## src/rtl/multdiv_iter.sv

```systemverilog
// Iterative signed 32-bit multiplier / divider with one shared 64-bit working register.
// Define MULTDIV_BOOTH_EN to use a 16-step radix-4 Booth multiply instead of 32-step shift-add.
module multdiv_iter (
  input  logic        clock,
  input  logic        ctrl_reset,
  input  logic        ctrl_MULT,
  input  logic        ctrl_DIV,
  input  logic [31:0] data_operandA,
  input  logic [31:0] data_operandB,
  output logic [31:0] data_result,
  output logic        data_exception,
  output logic        data_resultRDY,
  output logic        busy
);

  typedef enum logic [1:0] {StIdle, StMult, StDiv, StDone} state_e;

`ifdef MULTDIV_BOOTH_EN
  localparam logic [5:0] MulTerm = 6'd16;
`else
  localparam logic [5:0] MulTerm = 6'd32;
`endif
  localparam logic [5:0] DivTerm = 6'd32;

  state_e      state_q, state_d;
  logic [5:0]  cnt_q, cnt_d;
  logic [63:0] prod_q, prod_d;
  logic [31:0] op_q, op_d;
  logic        sign_q, sign_d;
  logic [31:0] result_q, result_d;
  logic        exc_q, exc_d;
  logic        rdy_q, rdy_d;
  logic        busy_q, busy_d;
`ifdef MULTDIV_BOOTH_EN
  logic        booth_q, booth_d;
`endif

  logic        start_mul, start_div, last;
  logic [63:0] mul_next, div_next;
  logic        mul_ovf;
  logic [31:0] abs_a, abs_b, quot_s;
  logic        div_zero, div_ovf;

  assign start_mul = ctrl_MULT & ~ctrl_DIV;
  assign start_div = ctrl_DIV & ~ctrl_MULT;
  assign last      = (state_q == StMult) ? (cnt_q == MulTerm) : (cnt_q == DivTerm);

  assign abs_a = data_operandA[31] ? (32'd0 - data_operandA) : data_operandA;
  assign abs_b = data_operandB[31] ? (32'd0 - data_operandB) : data_operandB;

  // Product fits in 32 signed bits only when bits 63..31 are all equal.
  assign mul_ovf = ~((&prod_q[63:31]) | ~(|prod_q[63:31]));

  assign quot_s   = sign_q ? (32'd0 - prod_q[31:0]) : prod_q[31:0];
  assign div_zero = (op_q == 32'd0);
  // Magnitude quotient is at most 2^31; only a positive 2^31 is unrepresentable.
  assign div_ovf  = ~sign_q & prod_q[31];

  // ---------------------------------------------------------------------------
  // Multiply step: prod_q = {partial high, remaining multiplier bits}
  // ---------------------------------------------------------------------------
`ifdef MULTDIV_BOOTH_EN
  logic [33:0] a_ext, booth_add, booth_sum;

  always_comb begin
    a_ext = {{2{op_q[31]}}, op_q};
    unique case ({prod_q[1:0], booth_q})
      3'b001, 3'b010: booth_add = a_ext;
      3'b011:         booth_add = a_ext << 1;
      3'b100:         booth_add = 34'd0 - (a_ext << 1);
      3'b101, 3'b110: booth_add = 34'd0 - a_ext;
      default:        booth_add = 34'd0;
    endcase
    booth_sum = {{2{prod_q[63]}}, prod_q[63:32]} + booth_add;
    mul_next  = {booth_sum, prod_q[31:2]};
  end
`else
  logic [32:0] mul_add, mul_sum;

  always_comb begin
    mul_add = 33'd0;
    if (prod_q[0]) begin
      // Bit 31 of a two's complement multiplier carries negative weight.
      mul_add = (cnt_q == 6'd31) ? (33'd0 - {op_q[31], op_q}) : {op_q[31], op_q};
    end
    mul_sum  = {prod_q[63], prod_q[63:32]} + mul_add;
    mul_next = {mul_sum, prod_q[31:1]};
  end
`endif

  // ---------------------------------------------------------------------------
  // Restoring divide step: prod_q = {remainder, dividend/quotient}
  // ---------------------------------------------------------------------------
  logic [32:0] div_shift, div_diff;

  always_comb begin
    div_shift = {prod_q[63:32], prod_q[31]};
    div_diff  = div_shift - {1'b0, op_q};
    if (!div_diff[32]) begin
      div_next = {div_diff[31:0], prod_q[30:0], 1'b1};
    end else begin
      div_next = {div_shift[31:0], prod_q[30:0], 1'b0};
    end
  end

  // ---------------------------------------------------------------------------
  // FSM
  // ---------------------------------------------------------------------------
  always_ff @(posedge clock) begin
    if (!ctrl_reset) begin
      state_q <= StIdle;
    end else begin
      state_q <= state_d;
    end
  end

  always_comb begin
    state_d = state_q;
    if (start_mul) begin
      state_d = StMult;
    end else if (start_div) begin
      state_d = StDiv;
    end else if ((state_q == StMult || state_q == StDiv) && last) begin
      state_d = StDone;
    end
  end

  always_comb begin
    cnt_d    = cnt_q;
    prod_d   = prod_q;
    op_d     = op_q;
    sign_d   = sign_q;
    result_d = result_q;
    exc_d    = exc_q;
    rdy_d    = 1'b0;
    busy_d   = 1'b0;
`ifdef MULTDIV_BOOTH_EN
    booth_d  = booth_q;
`endif
    if (start_mul) begin
      op_d   = data_operandA;
      prod_d = {32'd0, data_operandB};
      sign_d = 1'b0;
      cnt_d  = 6'd0;
      busy_d = 1'b1;
`ifdef MULTDIV_BOOTH_EN
      booth_d = 1'b0;
`endif
    end else if (start_div) begin
      op_d   = abs_b;
      prod_d = {32'd0, abs_a};
      sign_d = data_operandA[31] ^ data_operandB[31];
      cnt_d  = 6'd0;
      busy_d = 1'b1;
    end else begin
      unique case (state_q)
        StMult: begin
          if (!last) begin
            prod_d = mul_next;
            cnt_d  = cnt_q + 6'd1;
            busy_d = 1'b1;
`ifdef MULTDIV_BOOTH_EN
            booth_d = prod_q[1];
`endif
          end else begin
            result_d = prod_q[31:0];
            exc_d    = mul_ovf;
            rdy_d    = 1'b1;
          end
        end
        StDiv: begin
          if (!last) begin
            prod_d = div_next;
            cnt_d  = cnt_q + 6'd1;
            busy_d = 1'b1;
          end else begin
            result_d = div_zero ? 32'd0 : quot_s;
            exc_d    = div_zero | div_ovf;
            rdy_d    = 1'b1;
          end
        end
        StIdle, StDone: ;
        default: ;
      endcase
    end
  end

  always_ff @(posedge clock) begin
    if (!ctrl_reset) begin
      cnt_q    <= 6'd0;
      prod_q   <= 64'd0;
      op_q     <= 32'd0;
      sign_q   <= 1'b0;
      result_q <= 32'd0;
      exc_q    <= 1'b0;
      rdy_q    <= 1'b0;
      busy_q   <= 1'b0;
`ifdef MULTDIV_BOOTH_EN
      booth_q  <= 1'b0;
`endif
    end else begin
      cnt_q    <= cnt_d;
      prod_q   <= prod_d;
      op_q     <= op_d;
      sign_q   <= sign_d;
      result_q <= result_d;
      exc_q    <= exc_d;
      rdy_q    <= rdy_d;
      busy_q   <= busy_d;
`ifdef MULTDIV_BOOTH_EN
      booth_q  <= booth_d;
`endif
    end
  end

  assign data_result    = result_q;
  assign data_exception = exc_q;
  assign data_resultRDY = rdy_q;
  assign busy           = busy_q;

endmodule

```

## config.mk

```make
export PLATFORM = sky130hd
export DESIGN_NAME = multdiv_iter
export DESIGN_NICKNAME = d
export VERILOG_FILES = /design/src/rtl/multdiv_iter.sv
export SDC_FILE = /design/constraint.sdc
export NUM_CORES = 1
export LEC_CHECK = 0
export ABC_CLOCK_PERIOD_IN_PS = 9600
export CAP_MARGIN = 20
export CELL_PAD_IN_SITES_DETAIL_PLACEMENT = 0
export CELL_PAD_IN_SITES_GLOBAL_PLACEMENT = 1
export CORE_MARGIN = 2
export CORE_UTILIZATION = 45
export CTS_CLUSTER_DIAMETER = 200
export DETAILED_ROUTE_END_ITERATION = 16
export GPL_TIMING_DRIVEN = 0
export PLACE_DENSITY = 0.84
export SLEW_MARGIN = 20
export SYNTH_ARGS = -nofsm -noshare
export SYNTH_HDL_FRONTEND = slang
export SYNTH_SLANG_ARGS = --single-unit
```

## constraint.sdc

```tcl
create_clock -name clock -period 9.6 [get_ports clock]
set_input_delay 1.92 -clock clock [delete_from_list [all_inputs] [get_ports clock]]
set_output_delay 1.92 -clock clock [all_outputs]
set_load 0.02 [all_outputs]
```

==> flow_summary.json <==
{
  "multi_input_area_um2": 9620,
  "post_route_cells_drive_above_1_share_pct": 3.91,
  "cp_slowest_stage_delay_ns": 0.93,
  "io_buffers": 100,
  "routed_via_density": 6.03,
  "first_iter_violations": 1156,
  "worstSetupStartpointType": "flop",
  "endpoint_kind": "flop",
  "grt_max_degree": 17,
  "syn_to_final_growth_pct": 16.0,
  "fin_skew_ns": 0.0163,
  "row_count": 62,
  "rsz0062_at_grt": "no",
  "synthFlopType": "dfxtp_1",
  "fill_cells": 2881,
  "fin_total_pwr_mw": 2.30,
  "ys_warn_count": 0,
  "peakVddDrop_mv": 0.111,
  "internal_power_mw": 1.36,
  "drtAntennaViolNets": 0,
  "p_clk_share_pct": 31.4,
  "antenna_found_initial": 0,
  "period_share_pct": 63.0,
  "seq_power_share_pct": 30.6,
  "final_cell_mix": "a21oi_1, nor2_1, nand2_1",
  "max-cap-violations": 0,
  "synth_area_um2": 13100,
  "comb_power_share_pct": 38.0,
  "slew_headroom_pct": 34.0,
  "grtUsageTotal_pct": 32.1,
  "io_pins": 103,
  "sw_frac_of_total_pct": 40.9,
  "worstPathMaxFanout": 10,
  "clk_latency_ns": 0.45,
  "start_util_pct": 45.7,
  "post-cts-setup-buffers": 0,
  "synth_cell_type_count": 78,
  "synth_area_leaders": "dfxtp_1, ha_1, a21oi_1",
  "worstMarginPinSlew_ns": 0.983,
  "syn_inst": 1811,
  "numCtsBuffers": 17,
  "fin_nets": 2075,
  "drv_slew": 0,
  "hold_class": "reg -> reg",
  "critPathKind": "reg -> reg",
  "ys_seq_area_share_pct": 21.4,
  "dp.cells": 2295,
  "fp.dieW_um": 175,
  "mostFrequentLayoutCell": "a21oi_1",
  "synth_top_area_share_pct": 21.4,
  "p_leak_nw": 5.82,
  "final.min_clock_period_ns": 6.04,
  "clock_sinks": 140,
  "cts.clk_slew.worst_paths_ns": 0.07,
  "drt_wl_total_um": 49500,
  "cts_tree": "done",
  "synth_area_per_cell_um2": 7.24,
  "vias": 14000,
  "grt_first_pass_wirelength_um": 76400,
  "p_switching_uw": 939,
  "die_h_um": 175,
  "power.density_nw_per_um2": 151,
  "cp_cell_sequence": "clkbuf_1 -> inv_1 -> ha_1 -> fa_1 -> nand2b_1 -> a21o_1 -> a31oi_1 -> nand4_1 -> a2111oi_1 -> o21ai_1 -> xor2_2 -> buf_2 -> buf_2 -> nor2_1 -> a211oi_1 -> nor3_1",
  "cts_resized": 0,
  "synth_nets": 1956,
  "cts-hold-fix-buffers": 0,
  "cp.required_ns": 9.93,
  "crit_path_frequent_cell": "buf_2",
  "cp_slowest_cell": "a2111oi_1",
  "ys_ff_latch": 140,
  "root_buffer": "clkbuf_16",
  "regArea_um2": 2800,
  "overflow": 0,
  "synth_largest_area_cell": "dfxtp_1",
  "setup_viol": 0,
  "crit_arrival_ns": 6.37,
  "synth_edf_count": 0,
  "drc": 0,
  "h-tree-depth": 4,
  "dp_hpwl_um": 39100,
  "fmax_mhz": 165,
  "outcome": "finished, final reports clean",
  "async_flop_share_pct": 0,
  "fp.coreArea_um2": 28700,
  "die_area_um2": 30500,
  "instances_no_fill": 2327,
  "clk_path_buf_depth": 2,
  "hold_viol": 0,
  "grt_pass1_vias": 13500,
  "antenna_cells": 0,
  "setup_tns_ns": 0,
  "routabilityCongestion": 1.01,
  "wl_per_cell_um": 21.3,
  "firstDrtPassIters": 7
}
[layer usage]
metal  vias to the layer above  share of wire, %  GRT usage [%]
met5                         -                 0              0
met4                         0               4.0           13.9
met3                        95               6.3           4.03
met2                       549                47           54.2
met1                      6571                43           41.1
li1                       6809                 -              -
[final timing paths]
check,startpoint,endpoint,slack (ns),depth (start not counted)
max,prod_q[31],prod_q[54],3.56,16
min,data_result[15],data_result[15],0.46,2
max reg2reg,prod_q[31],prod_q[54],3.56,16
min reg2reg,data_result[15],data_result[15],0.46,2
[stage by stage]
stage / hold WS [ns] / instance area (um2) / setup WS (ns) / utilization [%]
3_5_place_dp: 0.457 / 14600 / 3.53 / 50.9
5_1_grt: 0.490 / 15200 / 3.18 / 53.0
6_report: 0.463 / 15200 / 3.56 / 53.0
2_1_floorplan: 0.469 / 13100 / 4.95 / -
3_3_place_gp: 0.454 / 14600 / 3.58 / 50.9
4_1_cts: 0.468 / 15200 / 3.52 / 53.0
[cells in the mapped netlist, types with 32 or more instances]
| master | count |
|---|---|
| and2_1 | 33 |
| inv_1 | 65 |
| dfxtp_1 | 140 |
| ha_1 | 75 |
| mux2i_1 | 32 |
| a211oi_1 | 38 |
| clkbuf_1 | 99 |
| nor2_1 | 168 |
| xor2_1 | 72 |
| nor3_1 | 40 |
| o21ai_0 | 132 |
| a21oi_1 | 182 |
| xnor2_1 | 95 |
| nand2_1 | 157 |
| nand3_1 | 59 |
[area by class of cell]
class / instances / share of cell area [%]
clock inverter: 15 / 1.23
inverter: 66 / 1.64
multi-input combinational: 1489 / 63.2
clock buffer: 17 / 2.80
tap: 384 / 3.16
sequential: 140 / 18.4
buffer: 116 / 2.94
timing repair buffer: 100 / 6.58
[registers in the layout (all words and copies together), names as in the netlist]
name / cells
prod_q: 64
sign_q: 1
op_q: 32
busy: 1
data_exception: 1
data_resultRDY: 1
state_q: 2
cnt_q: 6
data_result: 32
[logic make-up (layout without fill, tap and decap cells)]
group                      Yosys count  in the layout  share of synthesized area [%]
and+or+nand+nor                    617            617                           23.2
DFF                                140            140                           21.4
xor gates and xnor gates           168            168                           11.3
AOI/OAI and AO/OA                  588            588                           28.4
muxes                               39             39                           3.04
adders and majority gates           77             77                           7.46
buffers and inverters              182            314                           5.31
[critical path, delay by kind of cell (launching register included)]
| family | cells | cell delay, ns |
|---|---|---|
| compound gates | 5 | 2.02 |
| xor+xnor | 1 | 0.66 |
| fa+ha+maj | 2 | 0.71 |
| buf+inv | 4 | 1.58 |
| flops | 1 | 0.31 |
| simple gates | 4 | 0.65 |
[power groups by stage]
stage	logic (mW)	clock network [mW]	registers, mW
2_1_floorplan	0.587	0	0.688
3_3_place_gp	0.849	0	0.712
3_5_place_dp	0.855	0	0.713
4_1_cts	0.860	0.722	0.699
5_1_grt	0.956	0.745	0.706
6_report	0.873	0.723	0.703
Note: power is estimated with default switching activity, not from simulation.
